--- src/rtl/axi4_stream_pkg.sv ---
// Shared definitions for the AXI4-Stream width converters.
package axi4_stream_pkg;

  typedef enum logic {IDLE, SEND} ser_state_t;

  localparam int WORD_COUNT_WIDTH = 16;

endpackage

--- src/rtl/axi4_stream_serializer_if.sv ---
// Stream bundle for the serializer: wide slave side in, narrow master side out.
interface axi4_stream_serializer_if #(
  parameter int WIDTH = 8,
  parameter int RATIO = 4
);
  logic [WIDTH*RATIO-1:0] s_axis_tdata;
  logic                   s_axis_tvalid;
  logic                   s_axis_tready;
  logic [WIDTH-1:0]       m_axis_tdata;
  logic                   m_axis_tvalid;
  logic                   m_axis_tready;
  logic                   m_axis_tlast;

  // Serializer view.
  modport slave (
    input  s_axis_tdata, s_axis_tvalid, m_axis_tready,
    output s_axis_tready, m_axis_tdata, m_axis_tvalid, m_axis_tlast
  );

  // Environment view: feeds wide words, consumes narrow beats.
  modport master (
    output s_axis_tdata, s_axis_tvalid, m_axis_tready,
    input  s_axis_tready, m_axis_tdata, m_axis_tvalid, m_axis_tlast
  );
endinterface

--- src/rtl/axi4_stream_serializer.sv ---
// Width-down converter: one WIDTH*RATIO word becomes RATIO narrow beats, LSB slice first,
// with tlast on the final beat and no bubble between consecutive words.
module axi4_stream_serializer
  import axi4_stream_pkg::*;
#(
  parameter int WIDTH = 8,
  parameter int RATIO = 4
) (
  input  logic                        clk,
  input  logic                        reset,
  axi4_stream_serializer_if.slave     axis,
  output logic [WORD_COUNT_WIDTH-1:0] word_count
);

  localparam int IDX_W  = (RATIO > 1) ? $clog2(RATIO) : 1;
  localparam int DATA_W = WIDTH * RATIO;

  ser_state_t                  state_reg;
  logic [DATA_W-1:0]           sreg_reg;
  logic [IDX_W-1:0]            beat_idx_reg;
  logic [WIDTH-1:0]            tdata_reg;
  logic                        tlast_reg;
  logic [WORD_COUNT_WIDTH-1:0] word_count_reg;

  logic              s_hs;
  logic              m_hs;
  logic              last_beat;
  logic [IDX_W-1:0]  beat_idx_next;
  logic [DATA_W-1:0] sreg_shift;

  assign last_beat     = (beat_idx_reg == IDX_W'(RATIO - 1));
  assign m_hs          = (state_reg == SEND) && axis.m_axis_tready;
  assign beat_idx_next = beat_idx_reg + IDX_W'(1);
  assign sreg_shift    = sreg_reg >> WIDTH;

  // A new word is taken only when nothing is held or the final beat is leaving now.
  assign axis.s_axis_tready = !reset && ((state_reg == IDLE) || (m_hs && last_beat));
  assign s_hs               = axis.s_axis_tvalid && axis.s_axis_tready;

  assign axis.m_axis_tvalid = (state_reg == SEND);
  assign axis.m_axis_tdata  = tdata_reg;
  assign axis.m_axis_tlast  = tlast_reg;
  assign word_count         = word_count_reg;

  always_ff @(posedge clk or posedge reset) begin
    if (reset) begin
      state_reg      <= IDLE;
      sreg_reg       <= '0;
      beat_idx_reg   <= '0;
      tdata_reg      <= '0;
      tlast_reg      <= 1'b0;
      word_count_reg <= '0;
    end else begin
      // s_hs can only fire from IDLE or on the final-beat handshake, so loading wins.
      if (s_hs) begin
        sreg_reg     <= axis.s_axis_tdata;
        tdata_reg    <= axis.s_axis_tdata[WIDTH-1:0];
        beat_idx_reg <= '0;
        tlast_reg    <= (RATIO == 1);
        state_reg    <= SEND;
      end else if (m_hs) begin
        if (last_beat) begin
          state_reg <= IDLE;
          tlast_reg <= 1'b0;
        end else begin
          sreg_reg     <= sreg_shift;
          tdata_reg    <= sreg_shift[WIDTH-1:0];
          beat_idx_reg <= beat_idx_next;
          tlast_reg    <= (beat_idx_next == IDX_W'(RATIO - 1));
        end
      end

      if (m_hs && last_beat) begin
        word_count_reg <= word_count_reg + 1'b1;
      end
    end
  end

endmodule

--- src/flat_wrapper.sv ---
// flat-port wrapper written by rule: the top's interface ports become plain ports
module axi4_stream_serializer_flat import axi4_stream_pkg::*;
#(
  parameter int WIDTH = 8,
  parameter int RATIO = 4
)
  (clk, reset, word_count, axis_s_axis_tdata, axis_s_axis_tvalid, axis_m_axis_tready, axis_s_axis_tready, axis_m_axis_tdata, axis_m_axis_tvalid, axis_m_axis_tlast);
  axi4_stream_serializer_if #(.WIDTH(WIDTH), .RATIO(RATIO)) axis_i ();
  input  logic clk;
  input  logic reset;
  output logic [WORD_COUNT_WIDTH-1:0] word_count;
  input wire logic [$bits(axis_i.s_axis_tdata)-1:0] axis_s_axis_tdata;
  input wire logic [$bits(axis_i.s_axis_tvalid)-1:0] axis_s_axis_tvalid;
  input wire logic [$bits(axis_i.m_axis_tready)-1:0] axis_m_axis_tready;
  output wire logic [$bits(axis_i.s_axis_tready)-1:0] axis_s_axis_tready;
  output wire logic [$bits(axis_i.m_axis_tdata)-1:0] axis_m_axis_tdata;
  output wire logic [$bits(axis_i.m_axis_tvalid)-1:0] axis_m_axis_tvalid;
  output wire logic [$bits(axis_i.m_axis_tlast)-1:0] axis_m_axis_tlast;
  assign axis_i.s_axis_tdata = axis_s_axis_tdata;
  assign axis_i.s_axis_tvalid = axis_s_axis_tvalid;
  assign axis_i.m_axis_tready = axis_m_axis_tready;
  assign axis_s_axis_tready = axis_i.s_axis_tready;
  assign axis_m_axis_tdata = axis_i.m_axis_tdata;
  assign axis_m_axis_tvalid = axis_i.m_axis_tvalid;
  assign axis_m_axis_tlast = axis_i.m_axis_tlast;
  axi4_stream_serializer #(.WIDTH(WIDTH), .RATIO(RATIO)) u_core (.clk(clk), .reset(reset), .axis(axis_i), .word_count(word_count));
endmodule
--- config.mk ---
export PLATFORM = sky130hd
export DESIGN_NAME = axi4_stream_serializer_flat
export DESIGN_NICKNAME = d
export VERILOG_FILES = /design/src/rtl/axi4_stream_pkg.sv /design/src/rtl/axi4_stream_serializer_if.sv /design/src/rtl/axi4_stream_serializer.sv /design/src/flat_wrapper.sv
export SDC_FILE = /design/constraint.sdc
export NUM_CORES = 1
export LEC_CHECK = 0
export ABC_AREA = 1
export CORE_UTILIZATION = 38
export CTS_CLUSTER_DIAMETER = 200
export DETAILED_ROUTE_END_ITERATION = 10
export GPL_TIMING_DRIVEN = 1
export HOLD_SLACK_MARGIN = 0.12
export PLACE_DENSITY = 0.61
export SYNTH_ARGS = -nofsm -noshare
export SYNTH_HDL_FRONTEND = slang
export SYNTH_SLANG_ARGS = --single-unit
--- constraint.sdc ---
create_clock -name clk -period 2.1 [get_ports clk]
set_input_delay 0.42 -clock clk [delete_from_list [all_inputs] [get_ports clk]]
set_output_delay 0.42 -clock clk [all_outputs]
set_load 0.005 [all_outputs]
* Yosys cells after proc, flatten, opt, wreduce, memory -nomap -nowiden
Cells that the tools add are included.
Operators by class: add/sub/neg operators 2, equal/unequal tests 3, mux-type cells 15, bitwise gates (word level) 1, reduce and logical (&&, ||, !) cells 10
Operator list (number):
- two-way mux 32 bit | 3
- two-way mux 8 bit | 3
- adder 16 x 1 -> 16 bit, second input constant | 1
- two-way mux 1 bit | 6
- two-way mux 2 bit | 3
- == test 2 bit, second input constant | 2
- logical AND 1 bit | 4
- AND reduction 2 bit | 2
- nonzero test 2 bit | 2
- adder 2 x 1 -> 2 bit, second input constant | 1
- inequality test 2 x 1 -> 1 bit, second input constant | 1
- logical NOT 1 bit | 1
- logical OR 1 bit | 1
- NOT 1 bit | 1
Storage, ports and cells: bits in registers 60, bits of input ports 36, output and inout bits 27, word-level logic and storage cells 37

* Depth between registers and ports, before layout
Gate-level depths: netlist (run 1).
depth in word-level cells 7, depth in mapped cells 9

* Worst setup path before layout (run 1)
Ideal clock, no wire load.
path type input to register, start point in reset, end point reg u_core.sreg_reg[1], setup time 0.124 ns, data arrival time 2.159 ns, data required time 1.976 ns, path slack -0.183 ns, stages on the path 7, path through inv_1 nand3_4 nand2_2 inv_2 buf_6 nand2_1 nand3_1
Between the ends: cells in the longest elaborated chain, start to end 5
RTL lines:
- start: declaration | line flat_wrapper.sv:10 | input logic reset;
- logical NOT 1 bit (*) | line axi4_stream_serializer.sv:37 | assign axis.s_axis_tready = !reset && ((state_reg == IDLE) || (m_hs && last_beat));
- logical AND 1 bit (*) | line axi4_stream_serializer.sv:37
- logical AND 1 bit (*) | line axi4_stream_serializer.sv:38 | assign s_hs = axis.s_axis_tvalid && axis.s_axis_tready;
- inequality test 2 x 1 -> 1 bit (no line) / nonzero test 2 bit (equally long branches)
- AND reduction 2 bit (no line)
- end signal: assignment | line axi4_stream_serializer.sv:56 | sreg_reg <= axis.s_axis_tdata;
- end signal: assignment | line axi4_stream_serializer.sv:66 | sreg_reg <= sreg_shift;
- end: declaration | line axi4_stream_serializer.sv:19 | logic [DATA_W-1:0] sreg_reg;
Mark *: on every way between the ends. The rest lies on a longest branch, timed or not. A chain may end at the register's enable or synchronous reset.

* Final worst setup path (run 1)
start point reg u_core.state_reg (netlist: u_core.axis.m_axis_tvalid), end point out axis_m_axis_tvalid
RTL lines:
- start: declaration | line axi4_stream_serializer.sv:18 | ser_state_t state_reg;
- start signal: assignment | line axi4_stream_serializer.sv:47 | state_reg <= IDLE;
- start signal: assignment | line axi4_stream_serializer.sv:60 | state_reg <= SEND;
- start signal: assignment | line axi4_stream_serializer.sv:63 | state_reg <= IDLE;
- end: declaration | line flat_wrapper.sv:17 | output wire logic [$bits(axis_i.m_axis_tvalid)-1:0] axis_m_axis_tvalid;
No word-level cell between the ends.

==> impl_metrics.ini, run 1 <==
[outcome]
status = finished, violations left
failed_checks = DRC

[synth]
synth_xor_area_share_pct = 3.10
seq_area_frac_synth_pct = 51.1
syn_area_per_cell_um2 = 8.16
syn_nets = 351
yosys.area.top_type = dfrtp_1
synth.mux.area_fraction_pct = 0.442
synth.cell_area_um2 = 2550
yosys.area_share.simple_pct = 30.6
synth_seq_cells = 52
synth_compound_area_share_pct = 2.65
synth_top_family_by_area = simple AND/OR/NAND/NOR gates
synth_area_leaders = dfrtp_1, nand2_1, nand3_1
synth_top_area_share_pct = 51.1
synth_fa_ha_area_share_pct = 1.47
netlist_instances = 312
yosysUniqueCellTypes = 22
yosys_warnings = 0

[place]
postPlaceCellArea_um2 = 3190
dp_cells = 441
placement.io_buffers = 62
dpl.hpwl_mm = 3.59
gp_congestion = 0.775
dp_slack_ns = 0.0152

[worst_setup_path]
cp_max_fo = 5
cp_num_buf_inv = 1
r2r-end = u_core.sreg_reg[22]
start_kind = flop
cp-endpoint = axis_m_axis_tvalid
cp-end-kind = output port
cp.arrival_ns = 1.33
startpoint = u_core.axis.m_axis_tvalid
cp_cell_sequence = clkdlybuf4s50_1
slowest_delay_ns = 0.55
worst_r2r_path_depth = 9
critical_path.top_delay_family = buffers and inverters
setup.worst_path.class = reg -> out
cp.required_ns = 1.68
r2r_setup_slack_ns = 0.44
slowest_stage = clkdlybuf4s50_1
reg2reg_from = u_core.beat_idx_reg[1]
cp.depth = 1

[timing]
relSlewSlack_pct = 57.2
clock.fmax_mhz = 572
fin_crit_sh_pct = 83.3
maxSlewViolCount = 0
hold_viol_final = 0
worst_pin_slew_ns = 0.643
period_minus_slack_ns = 1.75
setup_tns_ns = 0
rsz0062_at_grt = false
fin_skew_ns = 0.00652
setup_ws_ns = 0.350
setup_violations = 0

[routing]
drt_iter0_markers = 113
drcViolationCount = 8
routedWlPerCell_um = 11.1
dr.pass1.iters = 7
ant_nets = 0
num_vias = 2086
wl_mm = 5.01
vias_per_cell = 4.63

[floorplan]
die_area_um2 = 7030
coreArea_um2 = 6420
start_util_pct = 39.6
ios = 63
die_width_um = 83.9
rows = 29
dieHeight_um = 83.9

[layout]
largest_register_ffs = 32
num-fill-cells = 622
register_area_um2 = 1300
multiInputGateArea_um2 = 987
final_common_cell = nand2_1
layout-drive-gt1-share_pct = 8.56
finalNonFillerCells = 451
antenna_cells = 0
fin_nets = 413
stdcell_area_um2 = 3310
syn_to_final_growth_pct = 30.0
post-route-util_pct = 51.5
mostFrequentLayoutCells = nand2_1, clkdlybuf4s50_1, dfrtp_1

[clock_network]
clk_pin_slew_ns = 0.09
root_buffer = clkbuf_8
cts.path.max_buffers = 2
cts_tree = built
h-tree-depth = 2
cts.sinks = 52
numCtsBuffers = 5
clock_latency_ns = 0.30

[grt]
antenna_found_initial = 0
grt_pass1_vias = 2040
grt_pass1_wl_mm = 8.99
track_usage_pct = 15.8
grt_max_degree = 53
grt_overflow = 0

[power_and_ir_drop]
powerDensity_nw_per_um2 = 989
ir_drop_mv = 0.440
p_leak_nw = 1.67

[hold_path]
hold_path_class = reg -> reg
hold_depth = 2

[run]
cap_violations = 0
## cells in the mapped netlist (all sizes together)
cell type,count
o21bai,1
nor2,22
ha,3
a21oi,2
nand3,35
buf,17
xor2,7
nand2,120
dfrtp,52
o21ai,10
mux2,1
nand4,3
xnor2,2
inv,37
## what timing repair did
| action | CTS | global route |
|---|---|---|
| endpoints found under the setup margin | 1 | 1 |
| setup buffers | 0 | 3 |
| hold buffers | 0 | 0 |
| pin swaps | 0 | 1 |
| gates resized for setup | 1 | 3 |
| gates cloned | 0 | 0 |
## cell type report
type	count	area share [%]
clock buffer	5	2.08
clock inverter	2	0.378
tap	77	2.91
inverter	37	4.31
timing repair buffer	72	21.2
multi-input combinational	206	29.8
sequential	52	39.3
## layer usage
metal  GRT usage, %  routed length, um
met1           19.6               2350
met2           27.8               2400
met3           3.56                219
met4           4.23                 38
met5              0                  0
## cells by family after synthesis
kind of cell | count (synthesis)
mux | 1
buf+inv | 54
compound gates | 13
xor+xnor | 9
fa+ha+maj | 3
flops | 52
simple gates | 180
## metrics by stage
step                      hold WS, ns  power, mW
after floorplan                 0.442       2.35
after global placement          0.454       2.69
after detailed placement        0.459       2.72
after CTS                       0.483       3.28
after global routing            0.502       3.56
final                           0.477       3.27
## power by group
group	total, mW	switching [mW]	internal (mW)
clock network	0.547	0.320	0.226
logic	1.19	0.580	0.610
registers	1.54	0.213	1.33
total	3.27	1.11	2.16
## worst min path at each step
stage	slack [ns]	from	end
CTS	0.48	u_core.sreg_reg[24]	u_core.sreg_reg[24]
detailed placement	0.46	u_core.sreg_reg[26]	u_core.sreg_reg[26]
floorplan	0.44	u_core.sreg_reg[24]	u_core.sreg_reg[24]
global route	0.50	u_core.sreg_reg[24]	u_core.sreg_reg[24]
finish	0.48	u_core.sreg_reg[31]	u_core.sreg_reg[31]
global placement	0.45	u_core.sreg_reg[28]	u_core.sreg_reg[28]
Power figures use the tool's default switching activity.
==> run 2: changes to the inputs <==
--- a/config.mk
+++ b/config.mk
@@ -11,7 +11,7 @@
 export DETAILED_ROUTE_END_ITERATION = 10
 export GPL_TIMING_DRIVEN = 1
 export HOLD_SLACK_MARGIN = 0.12
-export PLACE_DENSITY = 0.61
+export PLACE_DENSITY = 0.64
 export SYNTH_ARGS = -nofsm -noshare
 export SYNTH_HDL_FRONTEND = slang
 export SYNTH_SLANG_ARGS = --single-unit
==> constraint.sdc (replaced) <==
create_clock -name clk -period 1.5 [get_ports clk]
set_input_delay 0.3 -clock clk [delete_from_list [all_inputs] [get_ports clk]]
set_output_delay 0.3 -clock clk [all_outputs]
set_load 0.005 [all_outputs]
==> impl_metrics.ini, run 2 (synthesized netlist as in run 1, its figures left out) <==
[outcome]
status = finished, violations left
failed_checks = DRC

[worst_setup_path]
cp-end-kind = output port
r2r_setup_slack_ns = 0.04
setup.worst_path.class = reg -> out
slowest_stage = dfrtp_1
cp.arrival_ns = 1.19
cp_cell_sequence = ha_4 -> nand3_4 -> a21oi_2 -> buf_2
start_kind = flop
reg2reg_from = u_core.beat_idx_reg[0]
r2r-end = u_core.beat_idx_reg[1]
cp_max_fo = 2
worst_r2r_path_depth = 10
cp.required_ns = 1.20
slowest_delay_ns = 0.40

[run]
cap_violations = 0

[clock_network]
h-tree-depth = 2
root_buffer = clkbuf_8
numCtsBuffers = 5
clk_pin_slew_ns = 0.09
clock_latency_ns = 0.30
cts_tree = built
cts.sinks = 52
cts.path.max_buffers = 2

[timing]
fin_crit_sh_pct = 99.6
holdWs_ns = 0.475
worst_pin_slew_ns = 0.674
setup_violations = 0
clock.fmax_mhz = 669
relSlewSlack_pct = 55.1
rsz0062_at_grt = true
maxSlewViolCount = 0
setup_tns_ns = 0
hold_viol_final = 0
fin_skew_ns = 0.00345
period_minus_slack_ns = 1.49
setup_ws_ns = 0.00596

[hold_path]
hold_depth = 2
min_to = u_core.sreg_reg[29]
hold_path_class = reg -> reg
hp-start = u_core.sreg_reg[29]

[grt]
grt_pass1_wl_mm = 9.63
track_usage_pct = 17.2
grt_overflow = 0
antenna_found_initial = 0
grt_pass1_vias = 2200
grt_max_degree = 53

[routing]
vias_per_cell = 4.65
drt_iter0_markers = 75
drcViolationCount = 9
wl_mm = 5.74
dr.pass1.iters = 7
ant_nets = 0
num_vias = 2236
routedWlPerCell_um = 11.9

[place]
dp_slack_ns = -0.365
dp_cells = 453
postPlaceCellArea_um2 = 3330
gp_congestion = 0.778
placement.io_buffers = 62
dpl.hpwl_mm = 3.85

[floorplan]
start_util_pct = 39.6
ios = 63
rows = 29
die_width_um = 83.9
die_area_um2 = 7030
dieHeight_um = 83.9
coreArea_um2 = 6420

[layout]
post-route-util_pct = 59.6
antenna_cells = 0
largest_register_ffs = 32
final_common_cell = nand2_1
layout-drive-gt1-share_pct = 22.3
finalNonFillerCells = 481
stdcell_area_um2 = 3830
mostFrequentLayoutCells = nand2_1, dfrtp_1, clkdlybuf4s50_1
syn_to_final_growth_pct = 50.4
fin_nets = 444

[power_and_ir_drop]
ir_drop_mv = 0.605
total_power_mw = 5.23
powerDensity_nw_per_um2 = 1360
p_leak_nw = 2.17
run 2: metal layers:
layer	wire length [um]	global-route usage, %	vias to the layer above
li1	-	-	1132
met3	260	3.46	7
met1	2520	21.1	1037
met4	57	3.76	0
met2	2900	31.1	60
met5	0	0	-
run 2: worst max path at each step:
stage	from	to	slack, ns	cells after the start
finish	u_core.beat_idx_reg[0]	axis_s_axis_tready	0.006	4
detailed placement	axis_m_axis_tready	u_core.sreg_reg[23]	-0.36	9
global placement	axis_m_axis_tready	axis_s_axis_tready	-0.34	4
global route	u_core.beat_idx_reg[0]	axis_s_axis_tready	-0.06	4
floorplan	reset	u_core.sreg_reg[11]	-0.35	6
CTS	u_core.sreg_reg[4]	axis_m_axis_tdata[4]	0.003	1
run 2: worst max-delay path, delay by kind of cell (launching register included):
kind | cells | cell delay, ns
flops | 1 | 0.40
fa+ha+maj | 1 | 0.18
compound gates | 1 | 0.12
buf+inv | 1 | 0.12
simple gates | 1 | 0.07
run 2: area by class of cell:
class	instances	area, um2
fillers	603	2590
flip-flops and latches	52	1300
multi-input cells	206	1120
repair buffers	103	1060
inverters	37	155
well taps	77	96.3
clock buffers	5	68.8
clock inverters	1	30.0
run 2: repair_timing:
item / CTS / global route
resized for setup: 15 / 60
buffers inserted: 16 / 5
gates cloned: 0 / 1
pin swaps: 3 / 8
endpoints found under the setup margin: 56 / 65
hold buffers: 0 / 0
run 2: power breakdown:
part	switching, mW	total [mW]	leakage [nW]	internal [mW]
clock	0.444	0.923	0.0501	0.480
combinational	1.02	2.16	1.46	1.14
sequential	0.289	2.15	0.665	1.86
==> run 3: changes to the inputs <==
--- a/config.mk
+++ b/config.mk
@@ -12,6 +12,7 @@
 export GPL_TIMING_DRIVEN = 1
 export HOLD_SLACK_MARGIN = 0.12
 export PLACE_DENSITY = 0.64
+export REMOVE_ABC_BUFFERS = 1
 export SYNTH_ARGS = -nofsm -noshare
 export SYNTH_HDL_FRONTEND = slang
 export SYNTH_SLANG_ARGS = --single-unit
==> impl_metrics.ini, run 3 (synthesized netlist as in run 1, its figures left out) <==
[hold_path]
hold_depth = 4
hp-start = axis_m_axis_tready
hold_path_class = in -> reg

[timing]
maxSlewViolCount = 0
setup_violations = 0
fin_skew_ns = 0.00331
clock.fmax_mhz = 674
hold_viol_final = 0
fin_crit_sh_pct = 98.9
period_minus_slack_ns = 1.48
relSlewSlack_pct = 56.6
worst_pin_slew_ns = 0.651
rsz0062_at_grt = true

[worst_setup_path]
cp.required_ns = 1.20
cp_max_fo = 2
cp_cell_sequence = ha_4 -> nand3_4 -> a21oi_2 -> buf_2
start_kind = flop
worst_r2r_path_depth = 10
startpoint = u_core.beat_idx_reg[0]
r2r_setup_slack_ns = 0.04
cp.depth = 4
slowest_stage = dfrtp_1
slowest_delay_ns = 0.40
cp.arrival_ns = 1.18
reg2reg_from = u_core.beat_idx_reg[0]
r2r-end = u_core.beat_idx_reg[1]
critical_path.top_delay_family = flip-flops
cp-endpoint = axis_s_axis_tready
setup.worst_path.class = reg -> out
cp_num_buf_inv = 1
cp-end-kind = output port

[clock_network]
clk_pin_slew_ns = 0.09
cts.sinks = 52
root_buffer = clkbuf_8
h-tree-depth = 2
numCtsBuffers = 5
cts.path.max_buffers = 2
clock_latency_ns = 0.30
holdBufCountCts = 0
cts_tree = built

[layout]
stdcell_area_um2 = 3790
largest_register_ffs = 32
fin_nets = 450
final_common_cell = nand2_1
antenna_cells = 0
syn_to_final_growth_pct = 48.9
mostFrequentLayoutCells = nand2_1, dfrtp_1, clkdlybuf4s50_1
layout-drive-gt1-share_pct = 22.6

[floorplan]
ios = 63
coreArea_um2 = 6420
die_area_um2 = 7030
die_width_um = 83.9
dieHeight_um = 83.9
rows = 29
start_util_pct = 39.6

[place]
dpl.hpwl_mm = 3.67
postPlaceCellArea_um2 = 3300
gp_congestion = 0.774
placement.io_buffers = 62

[outcome]
status = finished, violations left
failed_checks = DRC

[grt]
grt_pass1_vias = 2182
grt_max_degree = 53
antenna_found_initial = 0
track_usage_pct = 16.6
grt_pass1_wl_mm = 9.36
grt_overflow = 0

[routing]
drt_iter0_markers = 64
vias_per_cell = 4.54
num_vias = 2222
ant_nets = 0
routedWlPerCell_um = 11.4
drcViolationCount = 7
dr.pass1.iters = 7
wl_mm = 5.56

[power_and_ir_drop]
ir_drop_mv = 0.574
powerDensity_nw_per_um2 = 1330
total_power_mw = 5.05
p_leak_nw = 2.10

[run]
cap_violations = 0
[run 3: cell type report]
class	count	area [um2]
clock inverter	2	10.0
fill	581	2630
timing repair buffer	109	1050
tap	77	96.3
multi-input combinational	206	1100
clock buffer	6	82.6
sequential	52	1300
inverter	37	149
[run 3: worst min-delay path by stage]
stage / to / slack (ns)
floorplan: u_core.sreg_reg[24] / 0.42
global placement: u_core.sreg_reg[31] / 0.45
detailed placement: u_core.sreg_reg[24] / 0.46
CTS: u_core.sreg_reg[24] / 0.48
global route: u_core.word_count[0] / 0.48
finish: u_core.word_count[0] / 0.47
[run 3: per-layer routing]
layer | part of all wire, % | wire length, um | GRT usage [%] | vias up
li1 | - | - | - | 1151
met1 | 44 | 2470 | 20.6 | 1015
met2 | 51 | 2860 | 29.1 | 49
met3 | 3.2 | 177 | 3.56 | 7
met4 | 1.1 | 60 | 4.55 | 0
met5 | 0 | 0 | 0 | -
[run 3: where the power goes]
part	leakage (nW)	internal (mW)	switching (mW)	total, mW
clock	0.0510	0.369	0.442	0.811
sequential	0.665	1.86	0.262	2.12
combinational	1.38	1.10	1.01	2.12
total	2.10	3.33	1.72	5.05
[run 3: what timing repair did]
| item | CTS | global route |
|---|---|---|
| gates resized for setup | 14 | 54 |
| pin swaps | 2 | 9 |
| cloned | 0 | 2 |
| buffers inserted | 17 | 7 |
| endpoints found under the setup margin | 63 | 59 |
[run 3: stage by stage]
step,utilization [%],hold WS [ns],setup TNS [ns],instances,setup WS (ns)
2_1_floorplan,-,0.417,-36.69,295,-0.909
3_3_place_gp,51.4,0.454,-12.61,455,-0.332
3_5_place_dp,51.4,0.459,-14.05,455,-0.358
4_1_cts,55.2,0.481,-0.0879,480,-0.0733
5_1_grt,59.0,0.480,-0.765,489,-0.0661
6_report,59.0,0.470,0,489,0.0160
[run 3: worst min-delay path, stage by stage]
cell and delay [ns]:
dlymetal6s2s_1 0.15, nand3_4 0.09, buf_6 0.13, xor2_1 0.06
